==> config.mk <==
export PLATFORM = sky130hd
export DESIGN_NAME = uart_rx_fifo_flat
export DESIGN_NICKNAME = d
export VERILOG_FILES = /design/src/rtl/uart_rx_fifo_if.sv /design/src/rtl/uart_rx_fifo.sv /design/src/flat_wrapper.sv
export SDC_FILE = /design/constraint.sdc
export NUM_CORES = 1
export LEC_CHECK = 0
export CORE_MARGIN = 2
export CORE_UTILIZATION = 58
export CTS_CLUSTER_DIAMETER = 100
export DETAILED_ROUTE_END_ITERATION = 7
export PLACE_DENSITY = 0.85
export SKIP_CTS_REPAIR_TIMING = 1
export SYNTH_ARGS = -nofsm -noshare
export SYNTH_HDL_FRONTEND = slang
export SYNTH_SLANG_ARGS = --single-unit
export TNS_END_PERCENT = 100
==> constraint.sdc <==
create_clock -name rxclk -period 3 [get_ports rxclk]
set_input_delay 0.6 -clock rxclk [delete_from_list [all_inputs] [get_ports rxclk]]
set_output_delay 0.6 -clock rxclk [all_outputs]
set_load 0.05 [all_outputs]
==> src/rtl/uart_rx_fifo_if.sv <==
// rtl/uart_rx_fifo_if.sv - receiver-side, consumer-side and status signals of uart_rx_fifo
interface uart_rx_fifo_if #(
    parameter int AW = 4
);
    logic          rx_empty;
    logic [7:0]    rx_data;
    logic          uld_rx_data;
    logic [7:0]    m_data;
    logic          m_valid;
    logic          m_ready;
    logic [AW:0]   level;
    logic          full;
    logic          ovf;
    logic          ovf_clr;
    logic          flush;
    logic          timeout;

    modport slave (
        input  rx_empty, rx_data, m_ready, ovf_clr, flush,
        output uld_rx_data, m_data, m_valid, level, full, ovf, timeout
    );

    modport master (
        output rx_empty, rx_data, m_ready, ovf_clr, flush,
        input  uld_rx_data, m_data, m_valid, level, full, ovf, timeout
    );
endinterface

==> src/rtl/uart_rx_fifo.sv <==
// rtl/uart_rx_fifo.sv - UART receive unload FSM feeding a FWFT byte FIFO
// Optional idle-data timeout enabled by UART_RX_FIFO_TIMEOUT_EN.
module uart_rx_fifo #(
    parameter int DEPTH = 16,
    parameter int AW    = 4
`ifdef UART_RX_FIFO_TIMEOUT_EN
    , parameter int TIMEOUT_CYC = 640
`endif
) (
    input logic           rxclk,
    input logic           reset,
    uart_rx_fifo_if.slave bus
);
    typedef enum logic [1:0] {ST_IDLE, ST_UNLD, ST_CAPT} state_t;

    localparam logic [AW:0] L_FULL = (AW+1)'(DEPTH);

    state_t        r_state;
    logic          r_uld;
    logic [7:0]    r_mem [DEPTH];
    logic [AW-1:0] r_wr_ptr;
    logic [AW-1:0] r_rd_ptr;
    logic [AW:0]   r_level;
    logic          r_ovf;

    logic          w_full;
    logic          w_pop;
    logic          w_capt;
    logic          w_wr;
    logic          w_drop;

    assign w_full = (r_level == L_FULL);
    assign w_pop  = (r_level != '0) && bus.m_ready && !bus.flush;
    assign w_capt = (r_state == ST_CAPT) && !bus.flush;
    // A pop in the capture cycle frees the slot the incoming byte needs.
    assign w_wr   = w_capt && (!w_full || w_pop);
    assign w_drop = w_capt && w_full && !w_pop;

    always_ff @(posedge rxclk or posedge reset) begin
        if (reset) begin
            r_state <= ST_IDLE;
            r_uld   <= 1'b0;
        end else if (bus.flush) begin
            r_state <= ST_IDLE;
            r_uld   <= 1'b0;
        end else begin
            case (r_state)
                ST_IDLE: begin
                    if (!bus.rx_empty) begin
                        r_state <= ST_UNLD;
                        r_uld   <= 1'b1;
                    end
                end
                ST_UNLD: begin
                    r_state <= ST_CAPT;
                    r_uld   <= 1'b0;
                end
                default: begin
                    r_state <= ST_IDLE;
                    r_uld   <= 1'b0;
                end
            endcase
        end
    end

    always_ff @(posedge rxclk) begin
        if (w_wr) begin
            r_mem[r_wr_ptr] <= bus.rx_data;
        end
    end

    always_ff @(posedge rxclk or posedge reset) begin
        if (reset) begin
            r_wr_ptr <= '0;
            r_rd_ptr <= '0;
            r_level  <= '0;
        end else if (bus.flush) begin
            r_wr_ptr <= '0;
            r_rd_ptr <= '0;
            r_level  <= '0;
        end else begin
            if (w_wr) begin
                r_wr_ptr <= r_wr_ptr + AW'(1);
            end
            if (w_pop) begin
                r_rd_ptr <= r_rd_ptr + AW'(1);
            end
            case ({w_wr, w_pop})
                2'b10:   r_level <= r_level + (AW+1)'(1);
                2'b01:   r_level <= r_level - (AW+1)'(1);
                default: r_level <= r_level;
            endcase
        end
    end

    always_ff @(posedge rxclk or posedge reset) begin
        if (reset) begin
            r_ovf <= 1'b0;
        end else if (w_drop) begin
            r_ovf <= 1'b1;
        end else if (bus.ovf_clr) begin
            r_ovf <= 1'b0;
        end
    end

`ifdef UART_RX_FIFO_TIMEOUT_EN
    localparam int              TW   = $clog2(TIMEOUT_CYC + 1);
    localparam logic [TW-1:0]   L_TO = TW'(TIMEOUT_CYC);

    logic [TW-1:0] r_to_cnt;

    // Saturates at the limit so timeout holds until the next FIFO activity.
    always_ff @(posedge rxclk or posedge reset) begin
        if (reset) begin
            r_to_cnt <= '0;
        end else if (bus.flush || w_wr || w_pop || (r_level == '0)) begin
            r_to_cnt <= '0;
        end else if (r_to_cnt != L_TO) begin
            r_to_cnt <= r_to_cnt + TW'(1);
        end
    end

    assign bus.timeout = (r_to_cnt == L_TO);
`else
    assign bus.timeout = 1'b0;
`endif

    assign bus.uld_rx_data = r_uld;
    assign bus.m_data      = r_mem[r_rd_ptr];
    assign bus.m_valid     = (r_level != '0);
    assign bus.level       = r_level;
    assign bus.full        = w_full;
    assign bus.ovf         = r_ovf;
endmodule

==> src/flat_wrapper.sv <==
// flat-port wrapper written by rule: the top's interface ports become plain ports
module uart_rx_fifo_flat 
#(
    parameter int DEPTH = 16,
    parameter int AW    = 4

)
  (rxclk, reset, bus_rx_empty, bus_rx_data, bus_m_ready, bus_ovf_clr, bus_flush, bus_uld_rx_data, bus_m_data, bus_m_valid, bus_level, bus_full, bus_ovf, bus_timeout);
  uart_rx_fifo_if #(.AW(AW)) bus_i ();
  input logic rxclk;
  input logic reset;
  input wire logic [$bits(bus_i.rx_empty)-1:0] bus_rx_empty;
  input wire logic [$bits(bus_i.rx_data)-1:0] bus_rx_data;
  input wire logic [$bits(bus_i.m_ready)-1:0] bus_m_ready;
  input wire logic [$bits(bus_i.ovf_clr)-1:0] bus_ovf_clr;
  input wire logic [$bits(bus_i.flush)-1:0] bus_flush;
  output wire logic [$bits(bus_i.uld_rx_data)-1:0] bus_uld_rx_data;
  output wire logic [$bits(bus_i.m_data)-1:0] bus_m_data;
  output wire logic [$bits(bus_i.m_valid)-1:0] bus_m_valid;
  output wire logic [$bits(bus_i.level)-1:0] bus_level;
  output wire logic [$bits(bus_i.full)-1:0] bus_full;
  output wire logic [$bits(bus_i.ovf)-1:0] bus_ovf;
  output wire logic [$bits(bus_i.timeout)-1:0] bus_timeout;
  assign bus_i.rx_empty = bus_rx_empty;
  assign bus_i.rx_data = bus_rx_data;
  assign bus_i.m_ready = bus_m_ready;
  assign bus_i.ovf_clr = bus_ovf_clr;
  assign bus_i.flush = bus_flush;
  assign bus_uld_rx_data = bus_i.uld_rx_data;
  assign bus_m_data = bus_i.m_data;
  assign bus_m_valid = bus_i.m_valid;
  assign bus_level = bus_i.level;
  assign bus_full = bus_i.full;
  assign bus_ovf = bus_i.ovf;
  assign bus_timeout = bus_i.timeout;
  uart_rx_fifo #(.DEPTH(DEPTH), .AW(AW)) u_core (.rxclk(rxclk), .reset(reset), .bus(bus_i));
endmodule
==> impl_results.md <==
- Outcome: complete, no violations
- Req. time, crit path: roughly 2.4 ns
- Sequential area share after synthesis: a little under three quarters
- Drc violations: 0
- # clock sinks: 144
- Post-DP HPWL: 7453 µm
- Share of async-settable or async-resettable flops after synthesis: around 11%
- Worst r2r src: u_core.bus.level[3]
- CP Class: reg2out
- Post-synth cell types: between 40 and 50
- Clock tree buffer depth: 2
- Largest family of logic cells by synthesized area: multiplexers
- Xor-xnor portion of the synthesized cell area: 0.7342%
- Total global-route track usage: between 20% and 30%
- Synthesized instance count: roughly 330
- Slew Limit Fails: 0
- Core box area: 10,140 µm²
- # setup viols final: 0
- First-pass GRT wire length: a little under 20,000 µm
- Fmax: 340.9 MHz
- Crit path launch type: register
- Kind of end point of the critical path: output port
- Min Tclk post-route: a little under 3 ns
- Worst hold path class: in2async
- CTS H-tree lvls: 4
- Clock latency at the later pin of the worst-skew pair: between 0.5 and 0.6 ns
- Initial antenna violation count: 0
- Actual slew at the worst max-slew pin: roughly 0.88 ns
- Fillers: 604
- Die footprint: 11,110 µm²
- Yosys reg bits: between 100 and 150
- Final Wtd Congestion: around 0.79
- Mean number of vias per cell: between 6 and 7
- DIE WIDTH: roughly 110 µm
- Post-placement cell count: ~500
- Clock Pin Slew Worst Setup and Hold Paths: 0.06 ns
- Final hold slack: roughly 0.45 ns
- Most used DFF post-synth: edfxtp_1
- Layout Nets: 417
- CP Launch Point: u_core.r_rd_ptr[3]
- Final Cycle Share: approximately 100%
- Antenna diodes: 0
- Die height: approximately 110 µm
- DR WL/cell: approximately 24 µm
- Leakage: ~2.5 nW
- Area grow syn2layout: 21.23%
- Drt total wl: 12,790 µm
- IO Pins: 32
- Slew HR: approximately 41%
- Pin count of the biggest net entering global routing: 33
- Via count: between 3,000 and 4,000
- Total CTS buffers: 17
- Synth Net Count: approximately 360
- Final Core Density: between 70% and 80%
- Crit path arrival time: about 2.3 ns
- Initial DRT Pass Iterations: 4
- CP max FO: 8
- Initial cell density of the core: a little under 60%
- Final hold viol count: 0
- Non-Filler Instances: around 540
- Initial DRC Count: around 250
- Total Power: roughly 0.0058 W
- CTS tree: built
- Synth Area in Compound Gates: about 4.6%
- PortBufs: 30
- Synth warn: 0
- Max-Cap Viols: 0
- Multiplexer share of the synthesized area: a little over an eighth
- Post-Syn Area per Cell: approximately 18 µm²
- ANT nets after route: 0
- Syn Std Cell Area: a little under 6000 µm²
- Vias in the first global route: roughly 3,400
- P per Cell Area: ~800 nW/µm²
- Post-synthesis simple-gate area fraction: under 10%
- Clock skew: 0.01744 ns
- Share of layout cells above drive strength 1: between 20% and 30%
- Number of enable flip-flop cells after synthesis: around 130
- CTS Root Cell: clkbuf_8
- Overflow left after global routing: 0
- Max VDD drop: about 0.49 mV
- Adder-Cell Fraction of Synth Area: 2.014%
- Num rows: 37
==> area by class of cell <==
| class | instances | area, µm² | area share, % |
|---|---|---|---|
| Inverter | 12 | 45.04 | 0.6229 |
| Sequential cell | 144 | 4248 | 58.75 |
| Tap cell | 136 | 170.2 | 2.353 |
| Multi-Input combinational cell | 158 | 1653 | 22.86 |
| Clock inverter | 14 | 141.4 | 1.955 |
| Timing Repair Buffer | 61 | 555.5 | 7.683 |
| Clock buffer | 18 | 417.9 | 5.780 |
==> synth_stat cells, types with 2 or more instances <==
library cell    n  area [µm²]
edfxtp_1      128        3844
mux4_2         32       720.7
nor2_1         17       63.81
a22oi_1        16       120.1
dfrtp_1        16       400.4
inv_1          12       45.04
and2_1         10       62.56
clkbuf_1       10       37.54
nand2_1        10       37.54
ha_1            8       100.1
nor2b_1         6       37.54
a21oi_1         5       25.02
nand3_1         5       25.02
nor4_1          5       31.28
buf_1           4       15.01
nor3b_1         4       30.03
buf_2           3       15.01
mux2_1          3       33.78
mux2i_1         3       30.03
nand2b_1        3       18.77
xor2_1          3       26.28
a2111oi_0       2       17.52
a21o_1          2       15.01
nor3_1          2       10.01
o211ai_1        2       15.01
o21a_1          2       15.01
xnor2_1         2       17.52
==> state kept, by name, summed over array words and instances, names as in the netlist <==
signal	flops
u_core.bus.level	5
u_core.bus.ovf	1
u_core.r_mem	128
u_core.r_rd_ptr	4
u_core.r_state	2
u_core.r_wr_ptr	4
==> metrics by stage <==
step                setup TNS [ns]  setup slack (ns)  area [µm²]
global route               -0.1958          -0.08647        7231
global placement                 0           0.09077        6543
CTS                        -0.7463           -0.1237        7102
floorplan                        0           0.01724        5964
detailed placement       -0.005552         -0.005552        6543
finish                           0           0.06678        7231
==> critical path, cell delays in order (launching register included) <==
cell	delay (ns)
dfrtp_1	0.46
nor2b_1	0.75
a22oi_1	0.29
nand2_1	0.12
buf_4	0.20
==> final timing paths <==
kind / end / slack [ns] / cells past startpoint
min: u_core.r_state[1] / 0.45 / 2
max: bus_m_data[1] / 0.07 / 4
min in group rxclk: u_core.r_state[0] / 0.48 / 1
min reg2reg: u_core.r_state[0] / 0.48 / 1
max reg2reg: u_core.bus.level[4] / 0.19 / 9
max in group asynchronous: u_core.r_rd_ptr[0] / 2.09 / 2
==> metal layers <==
layer  global-route usage [%]  routed length [µm]
met3                    5.813                 732
met4                    11.90                 448
met5                        0                   0
met1                    29.34                4804
met2                    42.44                6808
==> cell usage in the layout, fill, tap and decap left out, drive strengths merged, types with 5 or more instances in the layout <==
master / count
a21oi: 5
a22oi: 16
and2: 10
buf: 39
clkbuf: 18
clkdlybuf4s50: 20
clkinv: 7
dfrtp: 16
edfxtp: 128
ha: 8
inv: 14
mux4: 32
nand2: 10
nand3: 5
nor2: 17
nor2b: 6
nor4: 6
==> report_power, final <==
group	internal (W)	switching (W)	leakage [nW]	total, W
sequential	0.00223	0.0000893	1.37	0.00232
clock	0.00118	0.000790	0.269	0.00197
combinational	0.000696	0.000813	0.875	0.00151
total	0.00410	0.00169	2.51	0.00579
==> cells by family after synthesis <==
family	Yosys count
adders and majority gates	9
and+or+nand+nor	68
muxes	38
buffers and inverters	30
AOI/OAI and AO/OA	37
DFF	144
xor gates and xnor gates	5
other	1
No activity file was read; power rests on OpenSTA's default activity.
